===== src/rtl/gpu_instruction_dispatcher_pkg.sv =====
// Shared definitions for the instruction dispatcher: field widths, opcodes,
// engine indices, FSM state encoding and the opcode-to-engine decode.
package gpu_instruction_dispatcher_pkg;

  localparam int WIDTH_BITS   = 10;
  localparam int HEIGHT_BITS  = 9;
  localparam int CHANNEL_BITS = 8;

  localparam logic [3:0] OP_NOP       = 4'h0;
  localparam logic [3:0] OP_CLEAR     = 4'h1;
  localparam logic [3:0] OP_FILL_RECT = 4'h2;
  localparam logic [3:0] OP_DRAW_LINE = 4'h4;
  localparam logic [3:0] OP_DRAW_ARC  = 4'h8;

  localparam int ENG_CLEAR     = 0;
  localparam int ENG_FILL_RECT = 1;
  localparam int ENG_DRAW_LINE = 2;
  localparam int ENG_DRAW_ARC  = 3;
  localparam int NUM_ENGINES   = 4;

  typedef enum logic [1:0] {
    ST_IDLE,
    ST_DECODE,
    ST_ISSUE,
    ST_WAIT
  } state_t;

  // One-hot engine select for a draw opcode; zero for NOP and illegal codes.
  function automatic logic [NUM_ENGINES-1:0] engine_mask(input logic [3:0] op);
    logic [NUM_ENGINES-1:0] mask;
    mask = '0;
    case (op)
      OP_CLEAR:     mask[ENG_CLEAR]     = 1'b1;
      OP_FILL_RECT: mask[ENG_FILL_RECT] = 1'b1;
      OP_DRAW_LINE: mask[ENG_DRAW_LINE] = 1'b1;
      OP_DRAW_ARC:  mask[ENG_DRAW_ARC]  = 1'b1;
      default:      mask = '0;
    endcase
    return mask;
  endfunction

endpackage


===== src/rtl/gpu_instruction_dispatcher_watchdog.sv =====
// Saturating wait-cycle counter; expired flags the last allowed WAIT cycle.
module gpu_watchdog_counter #(
  parameter int CYCLES = 65535
) (
  input  logic clk,
  input  logic rst,
  input  logic clear,
  input  logic enable,
  output logic expired
);

  localparam int CNT_W = $clog2(CYCLES + 1);
  localparam logic [CNT_W-1:0] LAST = CNT_W'(CYCLES - 1);

  logic [CNT_W-1:0] count_reg;

  always_ff @(posedge clk) begin
    if (rst || clear) begin
      count_reg <= '0;
    end else if (enable && (count_reg != '1)) begin
      count_reg <= count_reg + 1'b1;
    end
  end

  assign expired = (count_reg >= LAST);

endmodule


===== src/rtl/gpu_instruction_dispatcher.sv =====
// Pops instructions from the FIFO head, latches the fields, and issues each
// draw opcode to its engine, waiting for completion under a watchdog.
module gpu_instruction_dispatcher
  import gpu_instruction_dispatcher_pkg::*;
#(
  parameter int WATCHDOG_CYCLES = 65535
) (
  input  logic                    clk,
  input  logic                    rst,
  input  logic                    fifo_empty_i,
  input  logic [3:0]              opcode_i,
  input  logic [WIDTH_BITS-1:0]   x1_i,
  input  logic [WIDTH_BITS-1:0]   x2_i,
  input  logic [WIDTH_BITS-1:0]   rad_i,
  input  logic [HEIGHT_BITS-1:0]  y1_i,
  input  logic [HEIGHT_BITS-1:0]  y2_i,
  input  logic [CHANNEL_BITS-1:0] r_i,
  input  logic [CHANNEL_BITS-1:0] g_i,
  input  logic [CHANNEL_BITS-1:0] b_i,
  input  logic [2:0]              quad_i,
  output logic                    pop_instruction_o,
  output logic [3:0]              opcode_o,
  output logic [WIDTH_BITS-1:0]   x1_o,
  output logic [HEIGHT_BITS-1:0]  y1_o,
  output logic [WIDTH_BITS-1:0]   x2_o,
  output logic [HEIGHT_BITS-1:0]  y2_o,
  output logic [WIDTH_BITS-1:0]   rad_o,
  output logic [CHANNEL_BITS-1:0] r_o,
  output logic [CHANNEL_BITS-1:0] g_o,
  output logic [CHANNEL_BITS-1:0] b_o,
  output logic [2:0]              quad_o,
  output logic [3:0]              start_o,
  input  logic [3:0]              engine_done_i,
  output logic                    busy_o,
  output logic                    illegal_op_o,
  output logic                    timeout_o
);

  state_t state_reg, state_next;
  logic [NUM_ENGINES-1:0] cur_mask;
  logic done_match;
  logic wd_clear, wd_enable, wd_expired;

  assign cur_mask   = engine_mask(opcode_o);
  assign done_match = |(engine_done_i & cur_mask);

  always_ff @(posedge clk) begin
    if (rst) begin
      state_reg <= ST_IDLE;
    end else begin
      state_reg <= state_next;
    end
  end

  always_comb begin
    state_next        = state_reg;
    pop_instruction_o = 1'b0;
    start_o           = '0;
    illegal_op_o      = 1'b0;
    timeout_o         = 1'b0;
    wd_clear          = 1'b0;
    wd_enable         = 1'b0;
    case (state_reg)
      ST_IDLE: begin
        if (!fifo_empty_i) begin
          pop_instruction_o = 1'b1;
          state_next        = ST_DECODE;
        end
      end
      ST_DECODE: begin
        if (opcode_o == OP_NOP) begin
          state_next = ST_IDLE;
        end else if (cur_mask == '0) begin
          illegal_op_o = 1'b1;
          state_next   = ST_IDLE;
        end else begin
          state_next = ST_ISSUE;
        end
      end
      ST_ISSUE: begin
        start_o    = cur_mask;
        wd_clear   = 1'b1;
        state_next = ST_WAIT;
      end
      ST_WAIT: begin
        // Completion wins over a watchdog expiry landing in the same cycle.
        if (done_match) begin
          state_next = ST_IDLE;
        end else if (wd_expired) begin
          timeout_o  = 1'b1;
          state_next = ST_IDLE;
        end else begin
          wd_enable = 1'b1;
        end
      end
      default: state_next = ST_IDLE;
    endcase
    // Strobes are Mealy outputs, so they must be masked while reset is held.
    if (rst) begin
      state_next        = ST_IDLE;
      pop_instruction_o = 1'b0;
      start_o           = '0;
      illegal_op_o      = 1'b0;
      timeout_o         = 1'b0;
      wd_clear          = 1'b0;
      wd_enable         = 1'b0;
    end
  end

  assign busy_o = (state_reg != ST_IDLE) && !rst;

  always_ff @(posedge clk) begin
    if (rst) begin
      opcode_o <= '0;
      x1_o     <= '0;
      y1_o     <= '0;
      x2_o     <= '0;
      y2_o     <= '0;
      rad_o    <= '0;
      r_o      <= '0;
      g_o      <= '0;
      b_o      <= '0;
      quad_o   <= '0;
    end else if (pop_instruction_o) begin
      opcode_o <= opcode_i;
      x1_o     <= x1_i;
      y1_o     <= y1_i;
      x2_o     <= x2_i;
      y2_o     <= y2_i;
      rad_o    <= rad_i;
      r_o      <= r_i;
      g_o      <= g_i;
      b_o      <= b_i;
      quad_o   <= quad_i;
    end
  end

  gpu_watchdog_counter #(
    .CYCLES(WATCHDOG_CYCLES)
  ) u_watchdog (
    .clk     (clk),
    .rst     (rst),
    .clear   (wd_clear),
    .enable  (wd_enable),
    .expired (wd_expired)
  );

endmodule


===== config.mk =====
export PLATFORM = sky130hd
export DESIGN_NAME = gpu_instruction_dispatcher
export DESIGN_NICKNAME = d
export VERILOG_FILES = /design/src/rtl/gpu_instruction_dispatcher_pkg.sv /design/src/rtl/gpu_instruction_dispatcher_watchdog.sv /design/src/rtl/gpu_instruction_dispatcher.sv
export SDC_FILE = /design/constraint.sdc
export NUM_CORES = 1
export LEC_CHECK = 0
export CAP_MARGIN = 20
export CELL_PAD_IN_SITES_DETAIL_PLACEMENT = 0
export CELL_PAD_IN_SITES_GLOBAL_PLACEMENT = 1
export CORE_MARGIN = 4
export CORE_UTILIZATION = 31
export DETAILED_ROUTE_END_ITERATION = 7
export PLACE_DENSITY_LB_ADDON = 0.3
export SYNTH_ARGS = -nofsm -noshare
export SYNTH_HDL_FRONTEND = slang
export SYNTH_HIERARCHICAL = 1
export SYNTH_SLANG_ARGS = --single-unit

===== constraint.sdc =====
create_clock -name clk -period 7.23 [get_ports clk]
set_input_delay 0.723 -clock clk [delete_from_list [all_inputs] [get_ports clk]]
set_output_delay 0.723 -clock clk [all_outputs]
set_load 0.03 [all_outputs]

==> results.md, run 1 <==
Outcome:
- The run finished with clean final reports.

Route:
- The detailed router finished its first iteration with 322 violations.
- The detail-routed via count per cell is roughly 4.7.
- The aggregate routed wire length is roughly 11,000 um.
- The residual antenna-violating net count after detailed routing is 0.
- The vias after detailed routing is 3,812.
- The per-cell routed wire length is approximately 14 um.
- The remaining design rule violation count is 0.
- The number of iterations in the first detailed-routing pass is 4.

Synth:
- In this run, synthesis inferred 0 flip-flops with an integrated enable.
- Of the total synthesized cell area, the portion taken by AND, OR, NAND and NOR gates is 0.2702.
- The post-synthesis cell area is 3820 um^2.
- The post-synthesis compound-gate area fraction came to 0.1618.
- Counting flops with an async set or reset pin after synthesis yields a share of 0.
- The number of synthesized register bits is 97.
- For this run, the leading register cell type out of synthesis is dfxtp_1.
- The mean instance size in the synthesized netlist is 7.860 um^2.
- The number of cells produced by synthesis is 486.
- The Yosys step of the flow raised 6 warnings.
- The adder and majority gate portion of the synthesized area is 0.006551.
- For this run, the register share of the synthesized area comes to 0.5084.
- The combinational family with the most area after synthesis is simple AND/OR/NAND/NOR gates.
- The number of nets handed over by synthesis was 574.
- Of the total synthesized cell area, the portion taken by XOR and XNOR cells is 0.006878.
- The number of distinct library cell variants in the gate-level netlist after synthesis is a little over 40.
- Of the post-synthesis cell area, the part taken by muxes is 0.

Clock network:
- The number of sinks handled by clock tree synthesis is just under 100.
- The cts-stage hold buffer count is 0.
- The total setup buffers inserted after CTS is 0.
- The CTS root buffer is clkbuf_16.
- The TritonCTS buffer count is 9.
- For the worst-skew pair, the clock arrives at the later sink with an insertion delay of 340 ps.
- The clock transition at the registers of the reported paths is 60 ps.
- The count of H-tree levels built during CTS is 3.
- In this run, post-CTS repair resized a total of 0 instances.
- The clock passes through at most 2 buffers.
- TritonCTS built the clock tree.

STA:
- The transition time at the pin with the least slew margin is approximately 930 ps.
- The highest clock frequency the design can meet is 0.2773 GHz.
- Headroom to the max-slew limit came out at 0.3802.
- The maximum clock skew at final layout is 8.068 ps.
- The count of final hold-check violations is 0.
- The count of pins over their slew limit is 0.
- Adding up every negative setup slack in the final design gives 0 ps.
- Of the available clock period, the critical path in the final layout requires 0.4987.
- The clock period minus final worst setup slack is 3606 ps.
- Setup violations remaining at the end of the flow were counted as 0.
- Setup repair after global routing left no endpoint under its margin.
- Across all setup checks in the final design, the least slack found is 3624 ps.
- Hold is met by 452.9 ps.

Setup path:
- The largest driver fanout on the critical path is between 80 and 90.
- The worst reg2reg path endpoint is u_watchdog/count_reg[15]$_SDFFE_PP0P_.
- The slack of the worst reg-to-reg path is 3920 ps.
- The worst setup path is launched from a primary input.
- The data arrival time of the critical path is 2880 ps.
- The startpoint-to-endpoint class of the critical path is primary input to output port.
- The required time reported for the critical path endpoint is 6510 ps.
- The worst setup path is captured at an output port.
- For the worst flop-to-flop path, the logic depth is 8.
- The reg-to-reg critical path startpoint is opcode_o[2]$_SDFFE_PP0P_.

Worst hold path:
- The min-delay analysis places its worst path in the category flop to flop.
- The count of cells along the worst hold path is 2.
- The start point of the worst min-delay path is rad_o[6]$_SDFFE_PP0P_.
- The end point of the worst hold path is rad_o[6]$_SDFFE_PP0P_.

Placement:
- Routability-driven placement finished with a final weighted congestion of 0.7623.
- The HPWL after detailed placement is ~7900 um.
- The count of buffers from port buffering is 172.
- The total placed cells including tap cells is 795.
- The post-placement worst setup slack is around 3300 ps.
- Once placement finished, the instance area stood at 5609 um^2.

Floorplan:
- The core region is about 12,000 um^2.
- The number of rows created at floorplan is 40.
- The width of the die is around 120 um.
- 173 I/O pins were placed.
- The die height is 119.0 um.
- For this configuration, the core starts out at a cell density of 0.3167.
- The die covers around 14,000 um^2.

Global route:
- After global routing the overflow that remains totals 0.
- In the global route stage, overall resource usage came out at 0.1584.
- The first global-routing pass estimated around 19,000 um of wire.
- The via count of the first global-routing pass came to 3,587.
- The initial antenna violation count is 0.
- Entering global routing, the biggest net connects 87 pins.

Finish:
- The filler cell count is 1,196.
- The finished cells cover 5938 um^2.
- Of the cells placed in the final design, the portion with a size suffix greater than 1 is 0.04821.
- The post-route non-filler standard cell count is 811.
- The number of flip-flops under the largest register name is 16.
- After the last flow step, the layout net total stands at between 700 and 800.
- The utilization after layout is 0.4923.
- The number of antenna diodes in the final layout is 0.
- Relative to the synthesized area, the layout overhead comes to 55.45%.

Power and ir drop:
- For this design the ratio of total power to cell area is 313.8 nW/um^2.
- The worst-case IR drop observed on VDD is between 100 and 150 uV.
- The overall power of the completed layout is 1.864 mW.
- In this run the static leakage power is a little over 2 nW.

Job:
- The max-capacitance violation count is 0.
## per-layer routing
metal	vias to the layer above	global-route usage	share of wire
li1	1934	-	-
met1	1744	0.2095	0.46
met2	120	0.2427	0.45
met3	14	0.04084	0.060
met4	0	0.07096	0.022
met5	-	0	0
## kinds of logic (layout without fill, tap and decap cells)
group           after synthesis  in the layout
xor+xnor                      3              3
flops                        97             97
compound gates              115            115
fa+ha+maj                     2              2
simple gates                231            231
buf+inv                      38            195
## cell usage after synthesis, types with 2 or more instances
cell,count,area [um^2]
a21oi_1,92,460.4
nand3_1,6,30.03
dfxtp_1,97,1942
nand4_1,3,18.77
or2_2,4,25.02
o31ai_1,6,45.04
nor3b_1,2,15.01
or4_1,4,30.03
nor2_1,13,48.80
nor3_1,8,40.04
inv_1,4,15.01
buf_2,11,55.05
ha_1,2,25.02
or3_1,7,43.79
and3_1,3,18.77
nand3b_1,3,22.52
xnor2_1,3,26.28
clkbuf_1,19,71.32
nand2_1,165,619.3
and4_1,3,26.28
o21ai_0,10,50.05
buf_6,2,22.52
## critical path, cell delays in order
cell and delay [ps]:
buf_2 100, buf_4 320, nand2b_1 340, or2_2 330, nor2_1 150, and4bb_2 240, clkdlybuf4s50_1 670
## final cells by class
type                       instances  area, um^2  share of cell area
clock buffer                      10       239.0             0.04024
clock inverter                     6       90.09             0.01517
inverter                           4       15.01            0.002528
multi-input combinational        351        1703              0.2868
sequential                        97        1942              0.3270
tap                              168       210.2             0.03540
timing repair buffer             175        1739              0.2929
## cells in the final DEF, fill, tap and decap left out, types with 3 or more instances in the layout
| master | count |
|---|---|
| clkdlybuf4s50_1 | 171 |
| or4_1 | 4 |
| a21oi_1 | 92 |
| nand3b_1 | 3 |
| or3_1 | 6 |
| or2_2 | 4 |
| o21ai_0 | 10 |
| and3_1 | 3 |
| nand4_1 | 3 |
| buf_4 | 3 |
| and4_1 | 3 |
| xnor2_1 | 3 |
| clkbuf_16 | 9 |
| inv_1 | 4 |
| nand2_1 | 165 |
| nor3_1 | 8 |
| dfxtp_1 | 97 |
| o31ai_1 | 6 |
| nand3_1 | 6 |
| nor2_1 | 13 |
## power breakdown
| part | internal (mW) | switching (mW) | total, mW | leakage (nW) |
|---|---|---|---|---|
| clock | 0.314 | 0.207 | 0.521 | 0.159 |
| sequential | 0.619 | 0.0620 | 0.681 | 0.793 |
| combinational | 0.258 | 0.403 | 0.661 | 1.12 |
## worst max-delay path by stage
stage                                             to  cells past startpoint  slack (ps)                             startpoint
3_5_place_dp   u_watchdog/count_reg[15]$_SDFFE_PP0P_                      8        3330                                    rst
6_report                                  start_o[1]                      7        3620                                    rst
4_1_cts                                   start_o[1]                      7        3560                                    rst
5_1_grt                                    timeout_o                      6        3470  u_watchdog/count_reg[10]$_SDFFE_PP0P_
2_1_floorplan  u_watchdog/count_reg[15]$_SDFFE_PP0P_                     10        4060               opcode_o[0]$_SDFFE_PP0P_
3_3_place_gp   u_watchdog/count_reg[15]$_SDFFE_PP0P_                      8        3420                                    rst
Note: power is estimated with default switching activity, not from simulation.
==> run 2: changes to the inputs <==
--- a/config.mk
+++ b/config.mk
@@ -9,7 +9,7 @@
 export CELL_PAD_IN_SITES_DETAIL_PLACEMENT = 0
 export CELL_PAD_IN_SITES_GLOBAL_PLACEMENT = 1
 export CORE_MARGIN = 4
-export CORE_UTILIZATION = 31
+export CORE_UTILIZATION = 29
 export DETAILED_ROUTE_END_ITERATION = 7
 export PLACE_DENSITY_LB_ADDON = 0.3
 export SYNTH_ARGS = -nofsm -noshare
==> constraint.sdc (replaced) <==
create_clock -name clk -period 3.4 [get_ports clk]
set_input_delay 0.34 -clock clk [delete_from_list [all_inputs] [get_ports clk]]
set_output_delay 0.34 -clock clk [all_outputs]
set_load 0.03 [all_outputs]
==> run 2 against run 1 <==
Final cell count is 0.74% higher. Power is 110% higher. Clock power is 110% higher. Sequential power is 110% higher. Sequential share of layout area is 0.12 points lower. Clock-buffer cell count stayed put. Die area is 6.4% higher. Critical path depth is 1 lower. Via count is 1.0% lower. Highest routed layer unchanged.
==> results.md, run 2 (same netlist as run 1, synthesis figures left out) <==
Floorplan:
- The full die area is 15,070 um^2.
- The width of the die is around 120 um.
- about 170 I/O pins were placed.
- The area of the core is about 13,000 um^2.
- The number of rows created at floorplan is roughly 40.
- In this run the vertical extent of the chip is around 120 um.
- The initial utilization of the core area, before any placement, comes to 0.2990.

Placement:
- The post-placement worst setup slack is 327.6 ps.
- After legalization and detailed placement, the total HPWL measured 7988 um.
- The area after detailed placement is around 5600 um^2.
- In this run the tool buffered the top-level ports with ~170 buffer cells.
- The global placement routability congestion is 0.7887.

Setup path:
- The startpoint-to-endpoint class of the critical path is flop to output port.
- The worst reg2reg path endpoint is u_watchdog/count_reg[15]$_SDFFE_PP0P_.
- The reg-to-reg critical path startpoint is opcode_o[2]$_SDFFE_PP0P_.
- The worst setup path startpoint is u_watchdog/count_reg[9]$_SDFFE_PP0P_.
- The data arrival time of the critical path is 2720 ps.
- The element type at the critical path start is a flop.
- The required time reported for the critical path endpoint is 3060 ps.
- The largest driver fanout on the critical path is 7.
- The critical path endpoint category is an output port.
- The slack of the worst reg-to-reg path is 460 ps.
- The number of cells on the worst reg-to-reg path is 8.
- The most critical setup path has its endpoint at timeout_o.

Worst hold path:
- The path class of the tightest hold or removal check is primary input to flop.
- The startpoint identified for the worst hold timing path is rst.

STA:
- The tightest slew margin relative to the limit is 0.4007.
- In the finished design, the share of the clock period the worst path needs comes to 0.8995.
- The highest clock frequency the design can meet is about 0.33 GHz.
- The count of endpoints failing setup in the final report is 0.
- Adding up every negative setup slack in the final design gives 0 ps.
- Final hold analysis gives a worst-case slack of around 410 ps.
- The minimum setup slack in the final design is 341.6 ps.
- Setup repair after global routing left no endpoint under its margin.
- The count of final hold-check violations is 0.
- The count of pins over their slew limit is 0.
- The smallest clock period supported by the final layout is computed as just over 3000 ps.
- The maximum clock skew at final layout is 4.443 ps.
- At the pin with the least slew margin, the transition time is ~890 ps.

Global route:
- Entering global routing, the biggest net connects 85 pins.
- The global-route wire length before repair is 17,450 um.
- The initial antenna violation count was 0.
- The via count of the first global-routing pass is 3,555.
- Global routing finished with a remaining overflow of 0.
- The total track usage is 0.1473.

Finish:
- The number of antenna diodes in the final layout is 0.
- The register with the most flip-flops in the layout has 16 of them.
- Of the cells placed in the final design, the portion with a size suffix greater than 1 is 0.05271.
- Compared with the post-synthesis result, the final layout area differs by 56.01%.
- The final layout net count is 729.
- Leaving out fill and tap cells, the most frequent cells in the layout are 171 x clkdlybuf4s50_1, 165 x nand2_1, 97 x dfxtp_1.
- Leaving out fill and tap cells, the most frequent cell in the layout is clkdlybuf4s50_1.
- Measured on the finished design, the core utilization comes to 0.4665.
- The cell area after layout is 5959 um^2.
- The filler cells instantiated in the layout total 1,265.

Route:
- The remaining design rule violation count is 0.
- After the first detailed-routing iteration, the DRC count stood at approximately 170.
- The per-cell routed wire length is 13.88 um.
- The aggregate routed wire length is 11,340 um.
- The number of iterations in the first detailed-routing pass is 4.
- The vias after detailed routing is 3,774.
- Using the TritonRoute via totals, the vias-per-cell ratio works out to 4.619.
- The residual antenna-violating net count after detailed routing is 0.

Job:
- The tool flagged a number of max-cap violations equal to 0.

Clock network:
- Counting every sink on the clock net gives slightly below 100.
- The clock transition at the registers of the reported paths is roughly 60 ps.
- The TritonCTS buffer count is 9.
- The CTS tree is yes.
- The count of H-tree levels built during CTS is 3.
- Clock latency on the worst-skew pair, taken at its later pin, is 340 ps.
- The CTS root buffer is clkbuf_16.
- The number of buffers between clock root and the deepest sink is 2.
- Post-CTS timing repair inserted 0 buffers for setup.

Power and ir drop:
- For this design the static power due to leakage is 2.091 nW.
- The maximum resistive drop on vdd is ~490 uV.
- The power density relative to cell area is between 600 and 700 nW/um^2.

Outcome:
- The run finished with clean final reports.
-- run 2: worst max-delay path: stages, from the launching register on --
cell and delay [ps]:
dfxtp_1 410, nand4_1 270, or3_1 490, nor3_2 290, nand2_1 80, nor3_1 140
clkdlybuf4s50_1 700
-- run 2: repair_timing --
action                                  CTS  global route
resized for setup                         0             1
endpoints found under the setup margin    0             1
hold buffers                              0             0
-- run 2: worst min-delay path by stage --
stage                                             to  cells past startpoint
3_5_place_dp                    x1_o[9]$_SDFFE_PP0P_                      2
5_1_grt                    state_reg[0]$_SDFFE_PP0P_                      3
2_1_floorplan  u_watchdog/count_reg[15]$_SDFFE_PP0P_                      2
3_3_place_gp                     r_o[1]$_SDFFE_PP0P_                      2
4_1_cts                    state_reg[0]$_SDFFE_PP0P_                      3
6_report                   state_reg[0]$_SDFFE_PP0P_                      3
-- run 2: cell type report --
type | count | area, um^2 | area share
clock buffer | 10 | 239.0 | 0.04010
clock inverter | 5 | 78.83 | 0.01323
timing repair buffer | 178 | 1762 | 0.2956
inverter | 4 | 15.01 | 0.002519
tap | 172 | 215.2 | 0.03611
multi-input combinational | 351 | 1708 | 0.2866
sequential | 97 | 1942 | 0.3258
-- run 2: power by group --
group	leakage [nW]	internal [mW]	switching, mW	total [mW]
registers	0.793	1.32	0.121	1.44
clock network	0.159	0.661	0.423	1.08
logic	1.14	0.561	0.868	1.43
total	2.09	2.54	1.41	3.95
-- run 2: per-stage QoR --
| step | std cells | power [mW] |
|---|---|---|
| after detailed placement | 802 | 2.914 |
| after global routing | 817 | 4.186 |
| after floorplan | 486 | 2.344 |
| after CTS | 817 | 4.019 |
| final | 817 | 3.951 |
| after global placement | 802 | 2.898 |
-- run 2: layer usage --
layer / part of all wire / track usage
met5: 0 / 0
met1: 0.43 / 0.1809
met2: 0.47 / 0.2412
met4: 0.019 / 0.06788
met3: 0.077 / 0.03825
